### config.mk
export PLATFORM = sky130hd
export DESIGN_NAME = uart_tx_queue
export DESIGN_NICKNAME = d
export VERILOG_FILES = /design/src/rtl/uart_tx_queue.sv
export SDC_FILE = /design/constraint.sdc
export NUM_CORES = 1
export LEC_CHECK = 0
export BUFFER_PORTS_ARGS = -buffer_cell sky130_fd_sc_hd__buf_4
export CORE_ASPECT_RATIO = 0.8
export CORE_MARGIN = 1
export CORE_UTILIZATION = 45
export CTS_BUF_LIST = sky130_fd_sc_hd__clkbuf_2 sky130_fd_sc_hd__clkbuf_4 sky130_fd_sc_hd__clkbuf_8
export DETAILED_ROUTE_END_ITERATION = 12
export PLACE_DENSITY = 0.73
export SYNTH_ARGS = -nofsm -noshare
export SYNTH_HDL_FRONTEND = slang
export SYNTH_SLANG_ARGS = --single-unit
### constraint.sdc
create_clock -name clk -period 6.5 [get_ports clk]
set_input_delay 1.3 -clock clk [delete_from_list [all_inputs] [get_ports clk]]
set_output_delay 1.3 -clock clk [all_outputs]
set_load 0.02 [all_outputs]
### src/rtl/uart_tx_queue.sv
// Byte FIFO in front of a uart transmitter. It launches one queued byte per frame,
// paced by uart_is_transmitting, and flags launches that the uart never acknowledges.
module uart_tx_queue #(
  parameter int unsigned DEPTH_BITS    = 4,
  parameter int unsigned START_TIMEOUT = 8
) (
  input  logic                  clk,
  input  logic                  rst_n,
  input  logic                  wr_stb,
  input  logic [7:0]            wr_data,
  input  logic                  flush,
  output logic                  full,
  output logic                  empty,
  output logic [DEPTH_BITS:0]   count,
  output logic                  overflow,
  output logic                  tx_err,
  output logic                  busy,
  output logic                  uart_transmit,
  output logic [7:0]            uart_tx_byte,
  input  logic                  uart_is_transmitting
);

  localparam int unsigned Depth = 1 << DEPTH_BITS;
  localparam int unsigned CntW  = DEPTH_BITS + 1;
  localparam int unsigned TmoW  = $clog2(START_TIMEOUT + 1);

  typedef enum logic [1:0] {StIdle, StWaitStart, StWaitDone} state_e;

  state_e                state_q, state_d;
  logic [DEPTH_BITS-1:0] wr_ptr_q, wr_ptr_d, rd_ptr_q, rd_ptr_d;
  logic [CntW-1:0]       count_q, count_d;
  logic [TmoW-1:0]       tmo_q, tmo_d;
  logic                  overflow_q, overflow_d;
  logic                  tx_err_q, tx_err_d;
  logic                  uart_transmit_q, uart_transmit_d;
  logic [7:0]            uart_tx_byte_q, uart_tx_byte_d;
  logic [7:0]            mem_q [Depth];

  logic full_w, empty_w, push, launch;

  assign full_w  = (count_q == CntW'(Depth));
  assign empty_w = (count_q == '0);
  // full is taken from the registered count, so a same-cycle pop never frees room for a write
  assign push    = wr_stb && !flush && !full_w;
  assign launch  = (state_q == StIdle) && !empty_w && !uart_is_transmitting && !flush;

  always_comb begin
    state_d         = state_q;
    wr_ptr_d        = wr_ptr_q;
    rd_ptr_d        = rd_ptr_q;
    count_d         = count_q;
    tmo_d           = tmo_q;
    overflow_d      = overflow_q;
    tx_err_d        = tx_err_q;
    uart_transmit_d = 1'b0;
    uart_tx_byte_d  = uart_tx_byte_q;

    if (flush) begin
      wr_ptr_d   = '0;
      rd_ptr_d   = '0;
      count_d    = '0;
      overflow_d = 1'b0;
    end else begin
      if (push) wr_ptr_d = wr_ptr_q + 1'b1;
      if (launch) rd_ptr_d = rd_ptr_q + 1'b1;
      count_d = count_q + CntW'(push) - CntW'(launch);
      if (wr_stb && full_w) overflow_d = 1'b1;
    end

    unique case (state_q)
      StIdle: begin
        if (launch) begin
          uart_tx_byte_d  = mem_q[rd_ptr_q];
          uart_transmit_d = 1'b1;
          tmo_d           = '0;
          state_d         = StWaitStart;
        end
      end
      StWaitStart: begin
        if (uart_is_transmitting) begin
          state_d = StWaitDone;
        end else if (tmo_q == TmoW'(START_TIMEOUT - 1)) begin
          // Unacknowledged launch: the popped byte is dropped
          tx_err_d = 1'b1;
          state_d  = StIdle;
        end else begin
          tmo_d = tmo_q + 1'b1;
        end
      end
      StWaitDone: begin
        if (!uart_is_transmitting) state_d = StIdle;
      end
      default: state_d = StIdle;
    endcase
  end

  always_ff @(posedge clk or negedge rst_n) begin
    if (!rst_n) begin
      state_q         <= StIdle;
      wr_ptr_q        <= '0;
      rd_ptr_q        <= '0;
      count_q         <= '0;
      tmo_q           <= '0;
      overflow_q      <= 1'b0;
      tx_err_q        <= 1'b0;
      uart_transmit_q <= 1'b0;
      uart_tx_byte_q  <= 8'h00;
    end else begin
      state_q         <= state_d;
      wr_ptr_q        <= wr_ptr_d;
      rd_ptr_q        <= rd_ptr_d;
      count_q         <= count_d;
      tmo_q           <= tmo_d;
      overflow_q      <= overflow_d;
      tx_err_q        <= tx_err_d;
      uart_transmit_q <= uart_transmit_d;
      uart_tx_byte_q  <= uart_tx_byte_d;
    end
  end

  always_ff @(posedge clk) begin
    if (push) mem_q[wr_ptr_q] <= wr_data;
  end

  assign full          = full_w;
  assign empty         = empty_w;
  assign count         = count_q;
  assign overflow      = overflow_q;
  assign tx_err        = tx_err_q;
  assign busy          = (state_q != StIdle) || !empty_w;
  assign uart_transmit = uart_transmit_q;
  assign uart_tx_byte  = uart_tx_byte_q;

endmodule
==> impl_results.md, run 1 <==
* DR vias/cell at 5.57
* Antenna violations before repair at 0
* Syn_nets at 388
* Crit path depth at 5
* Worst path bufs/invs at 2
* Yosys reg bits at 158
* Core region area at 0.0138 mm^2
* Critical Path Max Stage Delay at 0.64 ns
* Die ar. at 0.0150 mm^2
* RSZ-0062 raised after global routing: no
* Crit path from: count[2]
* DP Worst Slack at 2.70 ns
* DR WL/cell at 20.4 um
* # resized after CTS at 0
* Most common cell in the netlist: edfxtp_1
* Ys flop type: edfxtp_1
* CTS Sinks at 158
* GRT overflow at 0
* Worst vdd ir at 0.157 mV
* Postcts setup bufs at 0
* Share of the synthesized area in the top cell type at 59.0%
* Dpl hpwl at 7880 um
* Hold buffer count at cts at 0
* Nets at 424
* Largest cells by area after synthesis: edfxtp_1, dfrtp_1, mux4_2, mux4_1, ha_1
* Final hold vios at 0
* CTS buffer count at 17
* Post-Synth XOR/XNOR Area at 1.08%
* GPL Wtd Cong at 0.782
* Worst r2r path cells at 14
* Simple-Gate Fraction of Synth Area at 5.80%
* Root buf cell: clkbuf_8
* Final Cycle Share at 55.8%
* Least-Margin Pin Slew at 1.05 ns
* Layout cells sized above 1 at 22.9%
* Total power at 2460 uW
* RR Startpoint: count[2]
* DR DRC count at 0
* Initial Util at 47.1%
* H-tree lvl count at 4
* Crit path cell chain: inv_1, ha_1, or4b_1, or3_1, buf_4
* Num ports at 32
* Pwr dens at 338 mW/mm^2
* Finish-stage setup viols at 0
* Cell area after synthesis at 0.00651 mm^2
* Iteration-0 DRC Markers at 291
* Routed wire length at 12,000 um
* Post-synthesis cell type count at 46
* Chip width at 136 um
* Adder-Cell Fraction of Synth Area at 2.61%
* Gr usage total at 18.2%
* Bufs on Longest Clock Path at 2
* First drt pass iteration count at 5
* Placement row count at 38
* Startpoint types: register
* DR vias at 3,291
* Yosys warning total at 0
* Largest net degree at the start of global routing at 35
* Final min period at 3.63 ns
* Synth cell count leaders: edfxtp_1, dfrtp_1, nor2_1
* CTS tree: done
* Status: completed
* Critical Path End Type: output port
* Critical path arrival at 2.33 ns
* Proportion of synthesized area in mux cells at 13.1%
* Max-Cap Viols at 0
* Syn Inst Count at 362
* Top cell family by delay on the critical path: simple AND/OR/NAND/NOR gates
* Setup TNS at 0 ns
* Slew headroom at 29.9%
* Seq/Total Area, Yosys at 70.6%
* Complex-gate fraction of the synthesized area at 4.13%
* EDFF count, synth at 128
* Area grow syn2layout at 11.7%
* Final Util at 52.6%
* Port bufs at 31
* N_diodes at 0
* Vias in the first global route at 3,308
* Clock skew at 0.0136 ns
* Filler instances at 1,113
* Crit path to: busy
* CP max stage cell: or4b_1
* Fin worst setup slack at 2.87 ns
* FFs w/ async S/R, synth at 19.0%
* CP max FO at 8
* HP Class: reg2reg
* Final Slew Violations at 0
* Fmax at 0.276 GHz
* Leak at 0.00259 uW
* DIE HEIGHT at 110 um
* Kind of critical path: reg2out
* Worst-path clk slew at 0.09 ns
* First-pass GRT wire length at 19,000 um
* FF-to-FF End: count[4]
* Mean Syn Cell Area at 18.0 um^2
* Worst reg2reg setup slack at 3.15 ns
* Largest area contributor in the netlist: edfxtp_1
* Post-route ant nets at 0
* CP required at 5.20 ns
* Largest family of logic cells by synthesized area: multiplexers
* Clk Latency, worst-skew pair at 0.44 ns
==> cell families after synthesis <==
group           after synthesis
xor+xnor                      8
compound gates               37
flops                       158
simple gates                 72
buf+inv                      33
mux                          41
fa+ha+maj                    13
==> report_power, final <==
part | total, uW | switching [uW] | leakage (uW) | internal [uW]
logic | 512 | 290 | 0.000838 | 222
clock network | 706 | 355 | 0.000200 | 351
registers | 1240 | 72.4 | 0.00155 | 1170
total | 2460 | 717 | 0.00259 | 1740
==> flip-flops by register name (all words and copies together) (netlist names) <==
name,count
uart_transmit,1
state_q,2
mem_q,128
tmo_q,4
tx_err,1
uart_tx_byte,8
rd_ptr_q,4
wr_ptr_q,4
overflow,1
count,5
==> metal layers <==
metal	track usage, %	vias up	share of wire (%)
met5	0	-	0
met2	27.4	92	47
met4	6.03	0	0.74
li1	-	1493	-
met3	4.61	7	5.3
met1	25.8	1699	47
==> worst min-delay path by stage <==
stage / from / to / depth (start not counted)
2_1_floorplan: tmo_q[2] / tmo_q[2] / 1
3_3_place_gp: tx_err / tx_err / 1
3_5_place_dp: tx_err / tx_err / 1
4_1_cts: tx_err / tx_err / 1
5_1_grt: uart_tx_byte[1] / uart_tx_byte[1] / 1
6_report: tx_err / tx_err / 1
==> layout by cell type (no fill, tap or decap), types with 2 or more instances in the layout <==
| cell type | n |
|---|---|
| edfxtp_1 | 128 |
| buf_4 | 35 |
| dfrtp_1 | 29 |
| nor2_1 | 22 |
| mux4_2 | 21 |
| clkbuf_8 | 17 |
| inv_1 | 15 |
| nand2_1 | 12 |
| ha_1 | 12 |
| mux4_1 | 11 |
| a21o_1 | 9 |
| mux2i_1 | 9 |
| o22ai_1 | 8 |
| a211oi_1 | 8 |
| nand3_1 | 7 |
| nor3_1 | 6 |
| xor2_1 | 6 |
| nand2b_1 | 5 |
| clkinv_4 | 5 |
| a21oi_1 | 4 |
| nor2b_1 | 4 |
| xnor2_1 | 2 |
| nor3b_1 | 2 |
| or2_2 | 2 |
| o31ai_1 | 2 |
| and3_1 | 2 |
| clkinv_1 | 2 |
| clkbuf_4 | 2 |
| clkinv_2 | 2 |
| bufinv_16 | 2 |
| inv_6 | 2 |
==> area by class of cell <==
type	instances	area, um^2	area share [%]
clock buffers	19	249	3.42
clock inverters	13	139	1.91
inverters	15	56.3	0.774
multi-input cells	171	1740	24.0
flip-flops and latches	158	4600	63.2
well taps	180	225	3.10
repair buffers	35	263	3.61
==> per-stage QoR <==
step,std cells,hold WS [ns],instance area [um^2]
after global routing,591,0.517,7270
after CTS,591,0.489,7270
after floorplan,362,0.483,6510
final,591,0.487,7270
after global placement,559,0.454,6880
after detailed placement,559,0.460,6880
==> worst register-to-register path: cells and delay by family, from the launching register on <==
kind | cells | cell delay (ns)
flip-flops | 1 | 0.42
buffers and inverters | 4 | 0.30
AND/OR/NAND/NOR | 5 | 1.45
adder cells (fa/ha/maj) | 4 | 1.00
AO/OA/AOI/OAI | 1 | 0.10
(Power assumes the default switching activity.)
==> inputs of run 2 (changes only) <==
==> constraint.sdc (replaced) <==
create_clock -name clk -period 3.4 [get_ports clk]
set_input_delay 0.68 -clock clk [delete_from_list [all_inputs] [get_ports clk]]
set_output_delay 0.68 -clock clk [all_outputs]
set_load 0.02 [all_outputs]
==> run 2 against run 1 <==
Via count grew 3.3%. Clock-buffer cell count did not move. Clock power rose by 100%. Largest cell class unchanged. Final cell count is 2.2% higher. Critical endpoint is now count[4]. Sequential cell count unchanged.
==> impl_results.md, run 2 (synthesized netlist as in run 1, its figures left out) <==
* Status: completed
* CP required at 3.75 ns (-1.45 ns)
* Num ports at 32 (unchanged)
* # resized after CTS at 0 (unchanged)
* DR vias/cell at 5.63 (+1.1%)
* DR DRC count at 0 (unchanged)
* Postcts setup bufs at 0 (unchanged)
* Max reg flops at 128 (unchanged)
* Crit path cell chain: inv_1, ha_1, or4b_1, nand2_2, inv_1, ha_1, inv_1, ha_1, inv_1, fa_1, nor2b_1, o21bai_1, nand3_1, nor3b_1
* RSZ-0062 raised after global routing: no
* Worst-path clk slew at 0.08 ns (about the same)
* DR vias at 3,399 (+3.3%)
* Reg with most FFs: mem_q
* Final Slew Violations at 0 (unchanged)
* Final instance area at 0.00740 mm^2 (+1.8%)
* Critical path arrival at 3.33 ns (+1.00 ns)
* CTS buffer count at 17 (unchanged)
* HP Class: in2async
* RR Startpoint: count[3]
* Most used cell, CP: inv_1
* Die ar. at 0.0150 mm^2 (unchanged)
* Worst path bufs/invs at 4 (+2)
* H-tree lvl count at 4 (unchanged)
* Hold buffer count at cts at 0 (unchanged)
* Least-Margin Pin Slew at 0.973 ns (-0.0754 ns)
* Leak at 0.00267 uW (+3.2%)
* Final hold vios at 0 (unchanged)
* Startpoint types: register
* Port bufs at 31 (unchanged)
* First drt pass iteration count at 5 (unchanged)
* DP Area at 0.00699 mm^2 (+1.5%)
* Post-route insts no fill at 604 (+2.2%)
* GRT overflow at 0 (unchanged)
* CTS Sinks at 158 (unchanged)
* Post-route ant nets at 0 (unchanged)
* CTS tree: done
* Nets at 437 (+3.1%)
* CP max stage cell: or4b_1
* Filler instances at 1,057 (-5.0%)
* Bufs on Longest Clock Path at 2 (unchanged)
* GPL Wtd Cong at 0.789 (+0.90%)
* Worst vdd ir at 0.306 mV (+95%)
* Critical Path Max Stage Delay at 0.63 ns (about the same)
* Root buf cell: clkbuf_8
* Slew headroom at 34.9% (+5.0 points)
* Final Cycle Share at 87.7%
* Gr usage total at 19.1% (+0.89 points)
* N_diodes at 0 (unchanged)
* Crit path from: count[3]
* Chip width at 136 um (unchanged)
* Clk Latency, worst-skew pair at 0.44 ns (about the same)
* DR WL/cell at 20.9 um (+2.5%)
* Max-Cap Viols at 0 (unchanged)
* Vias in the first global route at 3,486 (+5.4%)
* Kind of critical path: reg2reg
* First-pass GRT wire length at 20,000 um (+5.0%)
* Pwr dens at 647 mW/mm^2 (+91%)
* Antenna violations before repair at 0 (unchanged)
* Seq. cell area at 0.00460 mm^2 (unchanged)
* Footprint of the multi-input gates at 0.00174 mm^2 (-0.29%)
* Setup TNS at 0 ns (unchanged)
* Finish-stage setup viols at 0 (unchanged)
* Critical Path End Type: register
* Commonest non-fill, non-tap cell in the layout: edfxtp_1
* Largest net degree at the start of global routing at 31 (-11%)
* DIE HEIGHT at 110 um (unchanged)
* Commonest non-fill, non-tap cells in the layout: edfxtp_1, buf_4, dfrtp_1
* Top cell family by delay on the critical path: simple AND/OR/NAND/NOR gates
* Final min period at 2.98 ns
* Initial Util at 47.1% (unchanged)
* Area grow syn2layout at 13.7%
* Placed cells at 572 (+2.3%)
* Clock skew at 0.0154 ns (+0.00175 ns)
* Hold slack final at 0.160 ns (-0.327 ns)
* Dpl hpwl at 8350 um (+6.0%)
* Placement row count at 38 (unchanged)
* Core region area at 0.0138 mm^2 (unchanged)
* Routed wire length at 12,600 um (+4.8%)
* Fmax at 0.335 GHz
* CP max FO at 8 (unchanged)
* Total power at 4790 uW (+95%)
* Iteration-0 DRC Markers at 252 (-13%)
* Layout cells sized above 1 at 25.5% (+2.6 points)
## run 2: cell types whose count changed in the layout (fill, tap and decap cells not counted)
cell,change
inv_4,+3
nor3_1,+1
nor3_2,-1
clkinv_1,-2
bufinv_16,+1
inv_6,-1
buf_4,+12
buf_12,+1
clkinv_4,-1
## run 2: routing by layer
metal | routed length [um] | track usage (%) | up-vias
met4 | 133 | 6.67 | 0
met3 | 722 | 4.20 | 17
met2 | 5850 | 29.3 | 109
met1 | 5920 | 27.0 | 1757
li1 | - | - | 1516
met5 | 0 | 0 | -
## run 2: through the flow
step / worst slack [ns] / util (%)
after floorplan: 0.353 / -
after global placement: 0.526 / 50.5
after detailed placement: 0.424 / 50.5
after CTS: 0.395 / 53.5
after global routing: 0.121 / 53.5
final: 0.418 / 53.5
## run 2: power breakdown
part | internal, uW | switching, uW
logic | 431 | 578
clock network | 747 | 668
registers | 2230 | 128
total | 3410 | 1370
## run 2: path summary, 6_finish.rpt
check                             endpoint  slack, ns  cells after the start
setup / recovery                  count[4]       0.42                     14
hold / removal                    count[3]       0.16                      1
setup reg to reg                  count[4]       0.42                     14
hold reg to reg            uart_tx_byte[1]       0.48                      1
max in group asynchronous      rd_ptr_q[2]       2.92                      1
min in group clk           uart_tx_byte[1]       0.48                      1
## run 2: layout make-up
type                    instances  share of cell area (%)
flip-flops and latches        158                    62.1
clock buffers                  19                    3.36
repair buffers                 48                    5.04
well taps                     180                    3.04
multi-input cells             171                    23.5
inverters                      15                   0.761
clock inverters                13                    2.20
==> inputs of run 3 (changes only) <==
--- a/config.mk
+++ b/config.mk
@@ -8,10 +8,11 @@
 export BUFFER_PORTS_ARGS = -buffer_cell sky130_fd_sc_hd__buf_4
 export CORE_ASPECT_RATIO = 0.8
 export CORE_MARGIN = 1
-export CORE_UTILIZATION = 45
+export CORE_UTILIZATION = 50
 export CTS_BUF_LIST = sky130_fd_sc_hd__clkbuf_2 sky130_fd_sc_hd__clkbuf_4 sky130_fd_sc_hd__clkbuf_8
+export CTS_CLUSTER_SIZE = 30
 export DETAILED_ROUTE_END_ITERATION = 12
-export PLACE_DENSITY = 0.73
+export PLACE_DENSITY = 0.67
 export SYNTH_ARGS = -nofsm -noshare
 export SYNTH_HDL_FRONTEND = slang
 export SYNTH_SLANG_ARGS = --single-unit
==> run 3 against run 2 <==
Power grew 1.7%. Register-to-register slack lost 0.05 ns. Global-route usage up 1.7 points. Via count decreased by 1.4%. Non-clock buffer count up 4. First-iteration DRC count down 0.79%. Final cell count decreased by 0.83%. Die area shrank 9.8%. Critical endpoint unchanged. Highest routed layer unchanged.
==> impl_results.md, run 3 (synthesized netlist as in run 1, its figures left out) <==
* Slew headroom at 39.0% (+4.1 points)
* Antenna violations before repair at 0 (unchanged)
* Setup TNS at 0 ns (unchanged)
* DP Area at 0.00701 mm^2 (+0.27%)
* HP Class: in2async
* First-pass GRT wire length at 19,700 um (-1.4%)
* Num ports at 32 (unchanged)
* Crit path cell chain: inv_1, ha_1, or4b_1, nand2_2, inv_1, ha_1, inv_1, ha_1, inv_1, fa_1, nor2b_1, o21bai_1, nand3_1, nor3b_1
* CP max FO at 8 (unchanged)
* Final hold vios at 0 (unchanged)
* Final instance area at 0.00744 mm^2 (+0.51%)
* # resized after CTS at 0 (unchanged)
* CTS Sinks at 158 (unchanged)
* First drt pass iteration count at 4 (-1)
* Routed wire length at 12,800 um (+1.0%)
* DR vias/cell at 5.59 (-0.62%)
* Max reg flops at 128 (unchanged)
* Core region area at 0.0124 mm^2 (-10%)
* Kind of critical path: reg2reg
* Leak at 0.00269 uW (+0.78%)
* Commonest non-fill, non-tap cell in the layout: edfxtp_1
* Area grow syn2layout at 14.3%
* Startpoint types: register
* Final Util at 59.8% (+6.3 points)
* Reg with most FFs: mem_q
* Worst vdd ir at 0.299 mV (-2.1%)
* Total power at 4870 uW (+1.7%)
* Fin worst setup slack at 0.373 ns (-0.0452 ns)
* Die ar. at 0.0135 mm^2 (-9.8%)
* Bufs on Longest Clock Path at 2 (unchanged)
* Least-Margin Pin Slew at 0.912 ns (-0.0611 ns)
* Root buf cell: clkbuf_8
* Critical Path End Type: register
* DP Worst Slack at 0.396 ns (-0.0277 ns)
* Fmax at 0.330 GHz (-1.5%)
* CTS tree: done
* Critical Path Max Stage Delay at 0.62 ns (about the same)
* Final Slew Violations at 0 (unchanged)
* Final min period at 3.03 ns (+0.0452 ns)
* GPL Wtd Cong at 0.767 (-2.7%)
* DIE HEIGHT at 104 um (-5.0%)
* Iteration-0 DRC Markers at 250 (-0.79%)
* H-tree lvl count at 4 (unchanged)
* Worst reg2reg setup slack at 0.37 ns (-0.05 ns)
* N_diodes at 0 (unchanged)
* Max-Cap Viols at 0 (unchanged)
* Post-route ant nets at 0 (unchanged)
* Dpl hpwl at 8220 um (-1.6%)
* DR DRC count at 0 (unchanged)
* Chip width at 130 um (-5.1%)
* Most used cell, CP: inv_1
* Placement row count at 36 (-5.3%)
* Final Cycle Share at 89.0% (+1.3 points)
* Postcts setup bufs at 0 (unchanged)
* Hold buffer count at cts at 0 (unchanged)
* Pwr dens at 654 mW/mm^2 (+1.2%)
* Largest net degree at the start of global routing at 31 (unchanged)
* Port bufs at 31 (unchanged)
* CP max stage cell: or4b_1
* RR Startpoint: count[2]
* Vias in the first global route at 3,478 (-0.23%)
* Worst r2r path cells at 14 (unchanged)
* Gr usage total at 20.8% (+1.7 points)
* Clk Latency, worst-skew pair at 0.43 ns (about the same)
* FF-to-FF End: count[4]
* DR vias at 3,350 (-1.4%)
* Finish-stage setup viols at 0 (unchanged)
* Worst-path clk slew at 0.08 ns (about the same)
* DR WL/cell at 21.3 um (+1.9%)
* Commonest non-fill, non-tap cells in the layout: edfxtp_1, buf_4, dfrtp_1
* Initial Util at 52.4% (+5.3 points)
* Nets at 441 (+0.92%)
* Clock skew at 0.00763 ns (-0.00776 ns)
* RSZ-0062 raised after global routing: no
* Critical path arrival at 3.38 ns (+0.05 ns)
* Status: completed
* CP required at 3.76 ns (about the same)
* CTS buffer count at 17 (unchanged)
* GRT overflow at 0 (unchanged)
* Layout cells sized above 1 at 25.9% (+0.46 points)
[run 3: cell types whose count changed in the layout (fill, tap and decap cells not counted), sizes merged]
cell	change
buf	+4
bufinv	+1
clkbuf	+2
clkinv	-1
clkinvlp	+2
inv	-4
[run 3: final cells by class]
class	instances	area [um^2]
clock inverters	11	166
multi-input cells	171	1740
repair buffers	52	403
clock buffers	21	264
flip-flops and latches	158	4600
fillers	958	4990
inverters	15	56.3
well taps	171	214
[run 3: how the worst max path moves through the flow]
stage / cells past startpoint / from / end
floorplan: 16 / count[3] / count[4]
global placement: 14 / count[3] / count[4]
detailed placement: 14 / count[2] / count[4]
CTS: 14 / count[2] / count[4]
global route: 14 / count[3] / count[4]
finish: 14 / count[2] / count[4]
[run 3: layer usage]
| layer | vias to the layer above | GRT usage, % | wire, um | part of all wire [%] |
|---|---|---|---|---|
| met5 | - | 0 | 0 | 0 |
| met3 | 7 | 4.89 | 714 | 5.6 |
| met1 | 1722 | 30.7 | 6070 | 48 |
| met2 | 97 | 30.3 | 5890 | 46 |
| met4 | 0 | 7.23 | 71 | 0.56 |
| li1 | 1524 | - | - | - |
[run 3: per-stage QoR]
stage,hold WS [ns],cells
finish,0.173,599
global route,0.168,599
CTS,0.167,599
detailed placement,0.455,567
global placement,0.455,567
floorplan,0.384,362
[run 3: where the power goes]
group	internal (uW)	switching, uW
clock	830	675
combinational	434	567
sequential	2230	128
[run 3: critical path, delay by kind of cell, from the launching register on]
family                     cells  cell delay [ns]
adders and majority gates      4             0.99
AOI/OAI and AO/OA              1             0.10
buffers and inverters          4             0.26
and+or+nand+nor                5             1.19
DFF                            1             0.41
